$ cat src/rtl/serial_adder_ctrl.sv
// Bit-serial adder controller: one full_adder cell stepped LSB to MSB, with valid/ready on both sides.
// Define SERIAL_ADDER_OVERFLOW_EN to add the signed-overflow output ovf.

module full_adder (
    input  logic in1,
    input  logic in2,
    input  logic cin,
    output logic sum,
    output logic cout
);
    assign sum  = in1 ^ in2 ^ cin;
    assign cout = (in1 & in2) | (cin & (in1 ^ in2));
endmodule

module serial_adder_ctrl #(
    parameter int WIDTH = 8
) (
    input  logic             clk,
    input  logic             rst,
    input  logic             in_valid,
    output logic             in_ready,
    input  logic [WIDTH-1:0] a,
    input  logic [WIDTH-1:0] b,
    input  logic             cin,
    output logic             out_valid,
    input  logic             out_ready,
    output logic [WIDTH-1:0] sum,
    output logic             cout,
    output logic             busy
`ifdef SERIAL_ADDER_OVERFLOW_EN
    ,
    output logic             ovf
`endif
);
    localparam int CW = (WIDTH > 1) ? $clog2(WIDTH) : 1;
    localparam logic [CW-1:0] LAST = CW'(WIDTH - 1);

    typedef enum logic [1:0] {IDLE, RUN, DONE} state_t;

    state_t           state, state_nx;
    logic [WIDTH-1:0] a_sh, b_sh, res_sh;
    logic [WIDTH:0]   res_nx;
    logic             carry_q;
    logic [CW-1:0]    cnt;
    logic             fa_sum, fa_cout;
    logic             last;

    full_adder u_fa (
        .in1  (a_sh[0]),
        .in2  (b_sh[0]),
        .cin  (carry_q),
        .sum  (fa_sum),
        .cout (fa_cout)
    );

    assign last   = (cnt == LAST);
    // New sum bit enters at the MSB so after WIDTH steps bit 0 sits at res_sh[0].
    assign res_nx = {fa_sum, res_sh};
    assign sum    = res_sh;
    assign cout   = carry_q;

    always_ff @(posedge clk or posedge rst) begin
        if (rst) state <= IDLE;
        else     state <= state_nx;
    end

    always_comb begin
        state_nx  = state;
        in_ready  = 1'b0;
        out_valid = 1'b0;
        busy      = 1'b0;
        unique case (state)
            IDLE: begin
                in_ready = 1'b1;
                if (in_valid) state_nx = RUN;
            end
            RUN: begin
                busy = 1'b1;
                if (last) state_nx = DONE;
            end
            DONE: begin
                busy      = 1'b1;
                out_valid = 1'b1;
                if (out_ready) state_nx = IDLE;
            end
            default: state_nx = IDLE;
        endcase
    end

    always_ff @(posedge clk or posedge rst) begin
        if (rst) begin
            a_sh    <= '0;
            b_sh    <= '0;
            res_sh  <= '0;
            carry_q <= 1'b0;
            cnt     <= '0;
        end else begin
            case (state)
                IDLE: if (in_valid) begin
                    a_sh    <= a;
                    b_sh    <= b;
                    carry_q <= cin;
                    cnt     <= '0;
                end
                RUN: begin
                    res_sh  <= res_nx[WIDTH:1];
                    a_sh    <= a_sh >> 1;
                    b_sh    <= b_sh >> 1;
                    carry_q <= fa_cout;
                    if (!last) cnt <= cnt + 1'b1;
                end
                default: ;
            endcase
        end
    end

`ifdef SERIAL_ADDER_OVERFLOW_EN
    logic ovf_q;

    // Signed overflow: carry into the MSB differs from carry out of it.
    always_ff @(posedge clk or posedge rst) begin
        if (rst)                       ovf_q <= 1'b0;
        else if (state == RUN && last) ovf_q <= carry_q ^ fa_cout;
    end

    assign ovf = ovf_q;
`endif

endmodule

$ cat config.mk
export PLATFORM = sky130hd
export DESIGN_NAME = serial_adder_ctrl
export DESIGN_NICKNAME = d
export VERILOG_FILES = /design/src/rtl/serial_adder_ctrl.sv
export SDC_FILE = /design/constraint.sdc
export NUM_CORES = 1
export LEC_CHECK = 0
export CAP_MARGIN = 25
export CORE_MARGIN = 3
export CORE_UTILIZATION = 41
export DETAILED_ROUTE_END_ITERATION = 8
export PLACE_DENSITY = 0.8
export REMOVE_ABC_BUFFERS = 1
export SYNTH_ARGS = -nofsm -noshare
export SYNTH_HDL_FRONTEND = slang
export SYNTH_SLANG_ARGS = --single-unit
$ cat constraint.sdc
create_clock -name clk -period 1.56 [get_ports clk]
set_input_delay 0.312 -clock clk [delete_from_list [all_inputs] [get_ports clk]]
set_output_delay 0.312 -clock clk [all_outputs]
set_load 0.01 [all_outputs]
**Word level (Yosys, flattened, before mapping)**

Cells that the tools add are included.
W data, S select, Z words.

- ROM bits: 0
- Bits in latches: 0
- Output and inout port bits: 12
- Register bits: 30
- Memory bits (writable): 0
- Memories kept: 0
- Input bits: 21

- Shifts and indexed selects: 0
- Equal/unequal tests: 7
- Add/sub/neg operators: 1
- Divide/modulo/power cells: 0
- Reductions and logical operators: 6
- Multipliers: 0
- Bitwise gates (word level): 5
- Order comparisons: 0
- Mux-type cells: 16

Operator list:

| kind | count |
|---|---|
| $pmux W8 S2 | 2 |
| $mux W8 | 2 |
| $ne A2 B2 Y1 const B | 4 |
| $mux W2 | 3 |
| $mux W3 | 2 |
| $pmux W2 S3 | 1 |
| $pmux W3 S2 | 1 |
| $reduce_and A3 Y1 | 2 |
| $mux W1 | 4 |
| $add A3 B1 Y3 const B | 1 |
| $eq A3 B3 Y1 const B | 1 |
| $and A1 B1 Y1 | 2 |
| $eq A2 B1 Y1 const B | 1 |
| $eq A2 B2 Y1 const B | 1 |
| $logic_not A2 Y1 | 1 |
| $pmux W1 S2 | 1 |
| $reduce_and A2 Y1 | 1 |
| $reduce_bool A2 Y1 | 1 |
| $reduce_or A2 Y1 | 1 |
| $xor A1 B1 Y1 | 2 |
| $or A1 B1 Y1 | 1 |

**Longest topological paths before layout**

Gate-level depths: netlist (run 1).

- Word-level depth: 4
- Gate-level depth with buffers: 6
- Depth with buffers taken out: 5

**Hierarchy**

From an unflattened synthesis (run 1), not the netlist that was laid out.

- Cell total of the unflattened synthesis: 124
- Area, all modules: 1478.9 sq um

By module, submodules not included:

| module | instances | area each (sq um) | cells an instance |
|---|---|---|---|
| serial_adder_ctrl | 1 | 1458.9 | 123 |
| full_adder | 1 | 20.0 | 1 |

**Least setup slack after synthesis (run 1)**

Ideal clock, no wire load.

- Path type: register to register
- From: register state[0]
- To: register state[0]
- Path slack: -0.032 ns
- Library setup time: 0.125 ns
- Required time: 1.435 ns
- Cell stages (with the launch flop): 6
- Arrival: 1.466 ns
- Period minus slack after synthesis: 1.592 ns
- Cells stage by stage: dfrtp_1 -> inv_1 -> ha_1 -> and2b_4 -> a221oi_4 -> mux2_4

- Word-level cells in the longest chain between the ends: 3

Ends and longest elaborated chain:

| item | line | RTL |
|---|---|---|
| start: declaration | 40 | `state_t state, state_nx;` |
| start signal: assignment | 64 | `else state <= state_nx;` |
| $eq A2 B1 Y1 (tied with other cells) | 72 | `unique case (state)` |
| $ne A2 B2 Y1 (no source line) | - |  |
| $reduce_and A3 Y1 (no source line) | - |  |

Several ways; a longest one is shown, not always the timed one.
A chain may end at the register's enable or synchronous reset.

**Worst setup path in the final report (run 1)**

- From: register state[1]
- To: register state[1]

Same word-level chain as after synthesis.

==> reports/metrics.csv, run 1 <==
stage,metric,value,unit
synthesis,leading cell types by total area after synthesis,"dfrtp_1 (51%), mux2i_1 (10%), mux2_2 (6.1%), o21ai_1 (5.8%), ha_1 (5.1%)",
grt,initial antenna violation count,0,
grt,met1 Resource Use GR,15.96,%
power_and_ir_drop,design internal power,0.002901,W
die,die boundary width,66.06,um
grt,GR Overflow Total,0,
synthesis,sequential fraction of the synthesis area,50.76,%
critical_path,instance count on the critical path,5,
die,Initial Util,43.30,%
min_path,worst hold-check path type,input port to async pin,
placed_design,HPWL after DPL,2015,um
critical_path,cell with the biggest individual delay on the critical path,dfrtp_1,
clock_tree,Root Driver,clkbuf_4,
placed_design,last weighted congestion value of the routability-driven placer,0.7666,
layout,"Net count, final",208,
sta,RSZ-0062 raised after global routing,yes,
synthesis,number of synthesized register bits,30,
drt,detail-routed net length per standard cell,14.55,um
layout,proportion of layout cells with a drive suffix above 1,30.56,%
critical_path,maximum single-stage delay on the critical path,0.40,ns
synthesis,Synth warnings,0,
die,number of top-level pins,33,
synthesis,per-instance average area after synthesis,11.93,um2
sta,summed negative setup slack over all endpoints,0,ns
power_and_ir_drop,switching power summed over all nets,0.001649,W
sta,smallest setup slack after layout,0.0002611,ns
synthesis,commonest cells in the synthesized netlist,"dfrtp_1 (30), nand2_1 (20), o21ai_1 (17)",
clock_tree,clock buffer depth,2,
grt,global routing met2 resource utilization,25.91,%
grt,number of global-route vias before repair,1138,
drt,number of remaining DRC errors,0,
die,placeable core area,3416,um2
placed_design,cell area after placement,1899,um2
critical_path,data arrival time of the worst path,1.77,ns
layout,count of fill cells added during filler insertion,300,
drt,Initial DRC Count,38,
critical_path,critical path launch point type,flop,
power_and_ir_drop,net switching fraction of the power,36.25,%
grt,GR Layer Usage met3,5.102,%
placed_design,post-place setup slack,-0.1263,ns
power_and_ir_drop,peak supply drop,1.042,mV
clock_tree,clock buffer count from CTS,5,
drt,Antenna Violating Nets Remaining,0,
critical_path,CP Cell Sequence,inv_2 > buf_6 > ha_4 > a221oi_4 > mux2_4,
power_and_ir_drop,cell area power density,2113,nW/um2
power_and_ir_drop,static leakage,1.004,nW
clock_tree,source-to-sink clock delay at the later pin of the worst-skew pair,0.32,ns
drt,post-DR vias/cell,4.872,
synthesis,most frequently used flop master after synthesis,dfrtp_1,
layout,area growth from synthesis to layout,45.60,%
sta,final setup violating endpoints,0,
sta,highest achievable clock rate,641.1,MHz
sta,remaining max-slew budget at the tightest pin,74.82,%
flow_run,Max Cap Violations,0,
grt,GRT Total Usage,14.99,%
clock_tree,H-tree level count,2,
grt,busiest grt layer,met2,
grt,pin count of the biggest net entering global routing,38,
drt,vias,1101,
power_and_ir_drop,clock network fraction of design power,9.3,%
clock_tree,clock net sink count,30,
grt,global-route wire length before repair,4885,um
power_and_ir_drop,relative contribution of combinational cells to total power,60.2,%
die,y dimension of the die,66.06,um
layout,Non-Filler Instances,226,
die,die area,4364,um2
clock_tree,Post-CTS Hold Buffers,0,
sta,pins over their slew limit,0,
drt,detailed-route wire length,3288,um
synthesis,number of cells produced by synthesis,124,
power_and_ir_drop,share of total power in sequential cells,30.5,%
die,number of rows created at floorplan,21,
clock_tree,TritonCTS clock tree,built,
sta,share of the clock period used by the worst path,99.98,%
synthesis,portion of synthesized cell area occupied by the leading cell type,50.76,%
synthesis,library cell with the highest instance count after synthesis,dfrtp_1,
synthesis,number of enable-type register cells in the synthesized netlist,0,
sta,Worst-Margin Slew,0.3778,ns
critical_path,endpoint required time on the critical path,1.77,ns
run_status,outcome,"finished, final reports clean",
layout,final cell utilization of the core,63.04,%
critical_path,Worst path top cell family by delay,flip-flops,
critical_path,R2R depth,5,
sta,final setup skew,0.005209,ns
synthesis,netlist area before placement,1479,um2
critical_path,Max Fanout on Critical Path,4,
placed_design,number of instances in the placed design,207,
critical_path,WP buf/inv,2,
placed_design,quantity of I/O buffers inserted on ports,32,
clock_tree,Clock transition at path regs,0.09,ns
critical_path,critical path class,flop to flop,
drt,drt pass-1 iters,4,
sta,final critical path time including I/O delays and setup,1.560,ns
synthesis,share of synthesized registers carrying an async set or reset,100.0,%
critical_path,crit end category,flop,
synthesis,cell taking the most area after synthesis,dfrtp_1,
sta,number of hold-slack violations in the final timing report,0,
synthesis,post-synth cell types,20,
layout,final instance area,2153,um2
layout,final antenna diode count,0,
-- worst paths after layout --
kind                                           start                    to  slack, ns
worst min register to register   b_sh[5]$_DFFE_PP0P_   b_sh[5]$_DFFE_PP0P_       0.50
worst min-delay path                             rst    sum[6]$_DFFE_PP0N_       0.36
worst max register to register  state[1]$_DFFE_PP0P_  state[1]$_DFFE_PP0P_     0.0003
worst max-delay path            state[1]$_DFFE_PP0P_  state[1]$_DFFE_PP0P_     0.0003
min in group clk                 b_sh[5]$_DFFE_PP0P_   b_sh[5]$_DFFE_PP0P_       0.50
max in group asynchronous                        rst   a_sh[5]$_DFFE_PP0P_       0.92
-- state kept, by name (all words and copies together), names as in the netlist --
register	flops
state	2
a_sh	8
b_sh	8
cnt	3
cout	1
sum	8
-- per-stage QoR --
stage | power [W] | hold WS (ns)
3_5_place_dp | 0.003547 | 0.4797
3_3_place_gp | 0.003422 | 0.4665
5_1_grt | 0.004911 | 0.4022
6_report | 0.004550 | 0.3598
2_1_floorplan | 0.002713 | 0.4028
4_1_cts | 0.003934 | 0.3711
-- cells in the final DEF, fill, tap and decap left out, drive strengths merged --
master / Yosys / final
and2b: 1 / 1
clkinv: 0 / 2
dlymetal6s2s: 0 / 2
dfrtp: 30 / 30
clkdlybuf4s50: 0 / 21
a22o: 3 / 3
dlygate4sd2: 0 / 6
mux2: 10 / 10
clkbuf: 0 / 9
or2: 1 / 1
mux2i: 16 / 16
ha: 6 / 6
nand2: 20 / 20
a221oi: 1 / 1
nand2b: 4 / 4
o21ai: 20 / 20
fa: 1 / 1
buf: 6 / 22
inv: 5 / 5
-- tightest hold or removal path, delay by kind of cell --
kind	cells	cell delay (ns)
buf+inv	3	0.79
-- power groups by stage --
stage          logic [W]  clock network [W]  registers [W]
3_5_place_dp     0.00212                  0        0.00142
3_3_place_gp     0.00203                  0        0.00139
2_1_floorplan    0.00129                  0        0.00142
4_1_cts          0.00211           0.000433        0.00139
6_report         0.00274           0.000423        0.00139
5_1_grt          0.00300           0.000470        0.00144
-- logic make-up (layout without fill, tap and decap cells) --
logic type      after synthesis  in the layout  synth area share, %
mux                          26             26                19.80
flops                        30             30                50.76
simple gates                 26             26                7.868
buf+inv                      11             67                4.821
fa+ha+maj                     7              7                6.430
compound gates               24             24                10.32
-- per-layer routing --
metal	routed length, um	share of wire (%)
met4	38	1.2
met2	1744	53
met3	145	4.4
met1	1358	41
met5	0	0
-- timing repair --
item                                    4_1_cts  5_1_grt
resized for setup                            18       16
buffers inserted                              3        6
endpoints found under the setup margin       27       34
cloned                                        0        5
pin swaps                                     1        4
-- layout make-up --
class                           instances  area, um2  area share [%]
Clock buffer                            5      37.54           1.743
Clock inverter                          2      10.01          0.4648
Inverter                                5      18.77          0.8716
Multi-Input combinational cell         83      700.7           32.54
Sequential cell                        30      750.7           34.86
Tap cell                               46      57.56           2.673
Timing Repair Buffer                   55      578.1           26.84
(Power assumes the default switching activity.)
==> run 2: changes to the inputs <==
--- a/config.mk
+++ b/config.mk
@@ -5,11 +5,13 @@
 export SDC_FILE = /design/constraint.sdc
 export NUM_CORES = 1
 export LEC_CHECK = 0
+export ABC_AREA = 1
 export CAP_MARGIN = 25
 export CORE_MARGIN = 3
 export CORE_UTILIZATION = 41
 export DETAILED_ROUTE_END_ITERATION = 8
-export PLACE_DENSITY = 0.8
+export GPL_ROUTABILITY_DRIVEN = 0
+export PLACE_DENSITY = 0.79
 export REMOVE_ABC_BUFFERS = 1
 export SYNTH_ARGS = -nofsm -noshare
 export SYNTH_HDL_FRONTEND = slang
==> reports/metrics.csv, run 2 <==
stage,metric,value,unit
synthesis,share of synthesized registers carrying an async set or reset,100.0,%
power_and_ir_drop,switching power summed over all nets,0.001459,W
critical_path,critical path launch point type,flop,
synthesis,sequential fraction of the synthesis area,48.62,%
layout,count of fill cells added during filler insertion,351,
sta,final setup violating endpoints,0,
grt,GR Overflow Total,0,
grt,initial antenna violation count,0,
die,placeable core area,3468,um2
placed_design,quantity of I/O buffers inserted on ports,32,
drt,Antenna Violating Nets Remaining,0,
die,number of top-level pins,33,
sta,remaining max-slew budget at the tightest pin,75.02,%
synthesis,commonest cells in the synthesized netlist,"nand2_1 (117), dfrtp_1 (30), inv_1 (10)",
placed_design,number of instances in the placed design,270,
layout,most used cells in the layout excluding fill and tap cells,"nand2_1 (117), dfrtp_1 (30), clkdlybuf4s50_1 (28)",
clock_tree,Post CTS Setup Buffer Count,0,
layout,"Net count, final",259,
synthesis,number of cells produced by synthesis,195,
clock_tree,Root Driver,clkbuf_8,
min_path,worst hold-check path type,input port to async pin,
grt,GRT Total Usage,14.03,%
power_and_ir_drop,static leakage,1.071,nW
sta,RSZ-0062 raised after global routing,no,
sta,final setup skew,0.006271,ns
power_and_ir_drop,share of total power in sequential cells,36.9,%
critical_path,Worst path top cell family by delay,buffers and inverters,
layout,most frequent standard cell in the layout excluding fill and tap cells,nand2_1,
die,y dimension of the die,67.37,um
sta,number of hold-slack violations in the final timing report,0,
power_and_ir_drop,design internal power,0.002175,W
power_and_ir_drop,cell area power density,1844,nW/um2
grt,global-route wire length before repair,4733,um
synthesis,most frequently used flop master after synthesis,dfrtp_1,
critical_path,worst-case register-to-register setup slack,0.16,ns
synthesis,leading cell types by total area after synthesis,"dfrtp_1 (49%), nand2_1 (28%), ha_1 (4.9%), inv_1 (2.4%), nand2_2 (2.0%)",
clock_tree,Clock transition at path regs,0.06,ns
placed_design,HPWL after DPL,1928,um
die,die area,4538,um2
clock_tree,H-tree level count,2,
drt,Initial DRC Count,78,
clock_tree,clock buffer count from CTS,5,
synthesis,Synth warnings,0,
drt,number of remaining DRC errors,0,
synthesis,per-instance average area after synthesis,7.918,um2
synthesis,library cell with the highest instance count after synthesis,nand2_1,
critical_path,critical path class,flop to primary output,
synthesis,cell taking the most area after synthesis,dfrtp_1,
critical_path,endpoint required time on the critical path,1.25,ns
sta,highest achievable clock rate,670.2,MHz
drt,vias,1226,
layout,proportion of layout cells with a drive suffix above 1,9.565,%
layout,final antenna diode count,0,
synthesis,netlist area before placement,1544,um2
die,die boundary width,67.37,um
run_status,outcome,"finished, final reports clean",
clock_tree,clock net sink count,30,
sta,summed negative setup slack over all endpoints,0,ns
sta,Worst-Margin Slew,0.3747,ns
clock_tree,source-to-sink clock delay at the later pin of the worst-skew pair,0.27,ns
critical_path,crit end category,primary output,
critical_path,Max Fanout on Critical Path,3,
die,Initial Util,44.52,%
power_and_ir_drop,clock network fraction of design power,16.3,%
layout,area growth from synthesis to layout,27.63,%
drt,detailed-route wire length,2777,um
power_and_ir_drop,peak supply drop,0.7817,mV
grt,pin count of the biggest net entering global routing,31,
power_and_ir_drop,relative contribution of combinational cells to total power,46.8,%
die,number of rows created at floorplan,21,
critical_path,WP buf/inv,1,
clock_tree,clock buffer depth,2,
drt,detail-routed net length per standard cell,10.06,um
drt,post-DR vias/cell,4.442,
power_and_ir_drop,net switching fraction of the power,40.15,%
critical_path,data arrival time of the worst path,1.18,ns
synthesis,post-synth cell types,19,
synthesis,portion of synthesized cell area occupied by the leading cell type,48.62,%
critical_path,maximum single-stage delay on the critical path,0.54,ns
flow_run,Max Cap Violations,0,
synthesis,number of synthesized register bits,30,
sta,final critical path time including I/O delays and setup,1.492,ns
clock_tree,Post-CTS Hold Buffers,0,
clock_tree,TritonCTS clock tree,built,
sta,pins over their slew limit,0,
drt,drt pass-1 iters,4,
synthesis,number of enable-type register cells in the synthesized netlist,0,
critical_path,CP Cell Sequence,clkdlybuf4s50_1,
layout,Non-Filler Instances,276,
sta,share of the clock period used by the worst path,95.65,%
grt,number of global-route vias before repair,1094,
critical_path,cell with the biggest individual delay on the critical path,clkdlybuf4s50_1,
-- run 2: cell count changes after synthesis, moves of 2 or more --
cell      change
nand2_2       +5
a22o_1        -3
inv_1         +6
mux2_2        -8
nand4_1       +2
mux2_4        -2
nand2_1      +97
mux2i_1      -15
nand2b_1      -4
o21ai_1      -14
nand3_1       +5
-- run 2: cell type report --
cell class	instances	area (um2)	area share [%]
inverter	13	58.81	2.984
multi-input combinational	145	671.9	34.10
sequential	30	750.7	38.10
timing repair buffer	36	349.1	17.71
clock buffer	6	82.58	4.190
tap	46	57.56	2.921
-- run 2: cells by family after synthesis --
family / Yosys count / synth area share [%]
buffers and inverters: 20 / 7.861
AO/OA/AOI/OAI: 6 / 1.944
flip-flops: 30 / 48.62
adder cells (fa/ha/maj): 7 / 6.159
AND/OR/NAND/NOR: 132 / 35.41
-- run 2: routing by layer --
metal | global-route usage (%) | up-vias | share of wire [%]
li1 | - | 659 | -
met4 | 5.316 | 0 | 1.1
met1 | 18.60 | 531 | 47
met5 | 0 | - | 0
met2 | 21.47 | 32 | 47
met3 | 4.326 | 4 | 5.7
-- run 2: stage by stage --
step | area [um2] | util (%) | power [W] | hold WS [ns] | setup slack (ns)
floorplan | 1479 | - | 0.002460 | 0.4028 | -0.1527
global placement | 1887 | 54.40 | 0.003035 | 0.4546 | 0.04122
detailed placement | 1887 | 54.40 | 0.003106 | 0.4590 | 0.02569
CTS | 1967 | 56.71 | 0.003685 | 0.4252 | 0.01972
global route | 1971 | 56.82 | 0.003989 | 0.4559 | 0.01401
finish | 1971 | 56.82 | 0.003633 | 0.4169 | 0.06783
-- run 2: path summary, 6_finish.rpt --
| path | from | endpoint | cells past startpoint |
|---|---|---|---|
| max | sum[2]$_DFFE_PP0N_ | sum[2] | 1 |
| min | rst | sum[1]$_DFFE_PP0N_ | 3 |
| max reg2reg | state[0]$_DFFE_PP0P_ | a_sh[0]$_DFFE_PP0P_ | 7 |
| min reg2reg | a_sh[4]$_DFFE_PP0P_ | a_sh[4]$_DFFE_PP0P_ | 2 |
| max in group asynchronous | rst | sum[5]$_DFFE_PP0N_ | 3 |
| min in group clk | a_sh[4]$_DFFE_PP0P_ | a_sh[4]$_DFFE_PP0P_ | 2 |
-- run 2: timing repair --
| action | 4_1_cts | 5_1_grt |
|---|---|---|
| endpoints found under the setup margin | 3 | 13 |
| endpoints found under the hold margin | 0 | 0 |
| gates resized for setup | 5 | 5 |
-- run 2: power groups by stage --
stage | clock network, W | registers [W] | logic, W
floorplan | 0 | 0.00136 | 0.00110
global placement | 0 | 0.00133 | 0.00170
detailed placement | 0 | 0.00135 | 0.00175
CTS | 0.000610 | 0.00135 | 0.00173
global route | 0.000651 | 0.00139 | 0.00195
finish | 0.000593 | 0.00134 | 0.00170
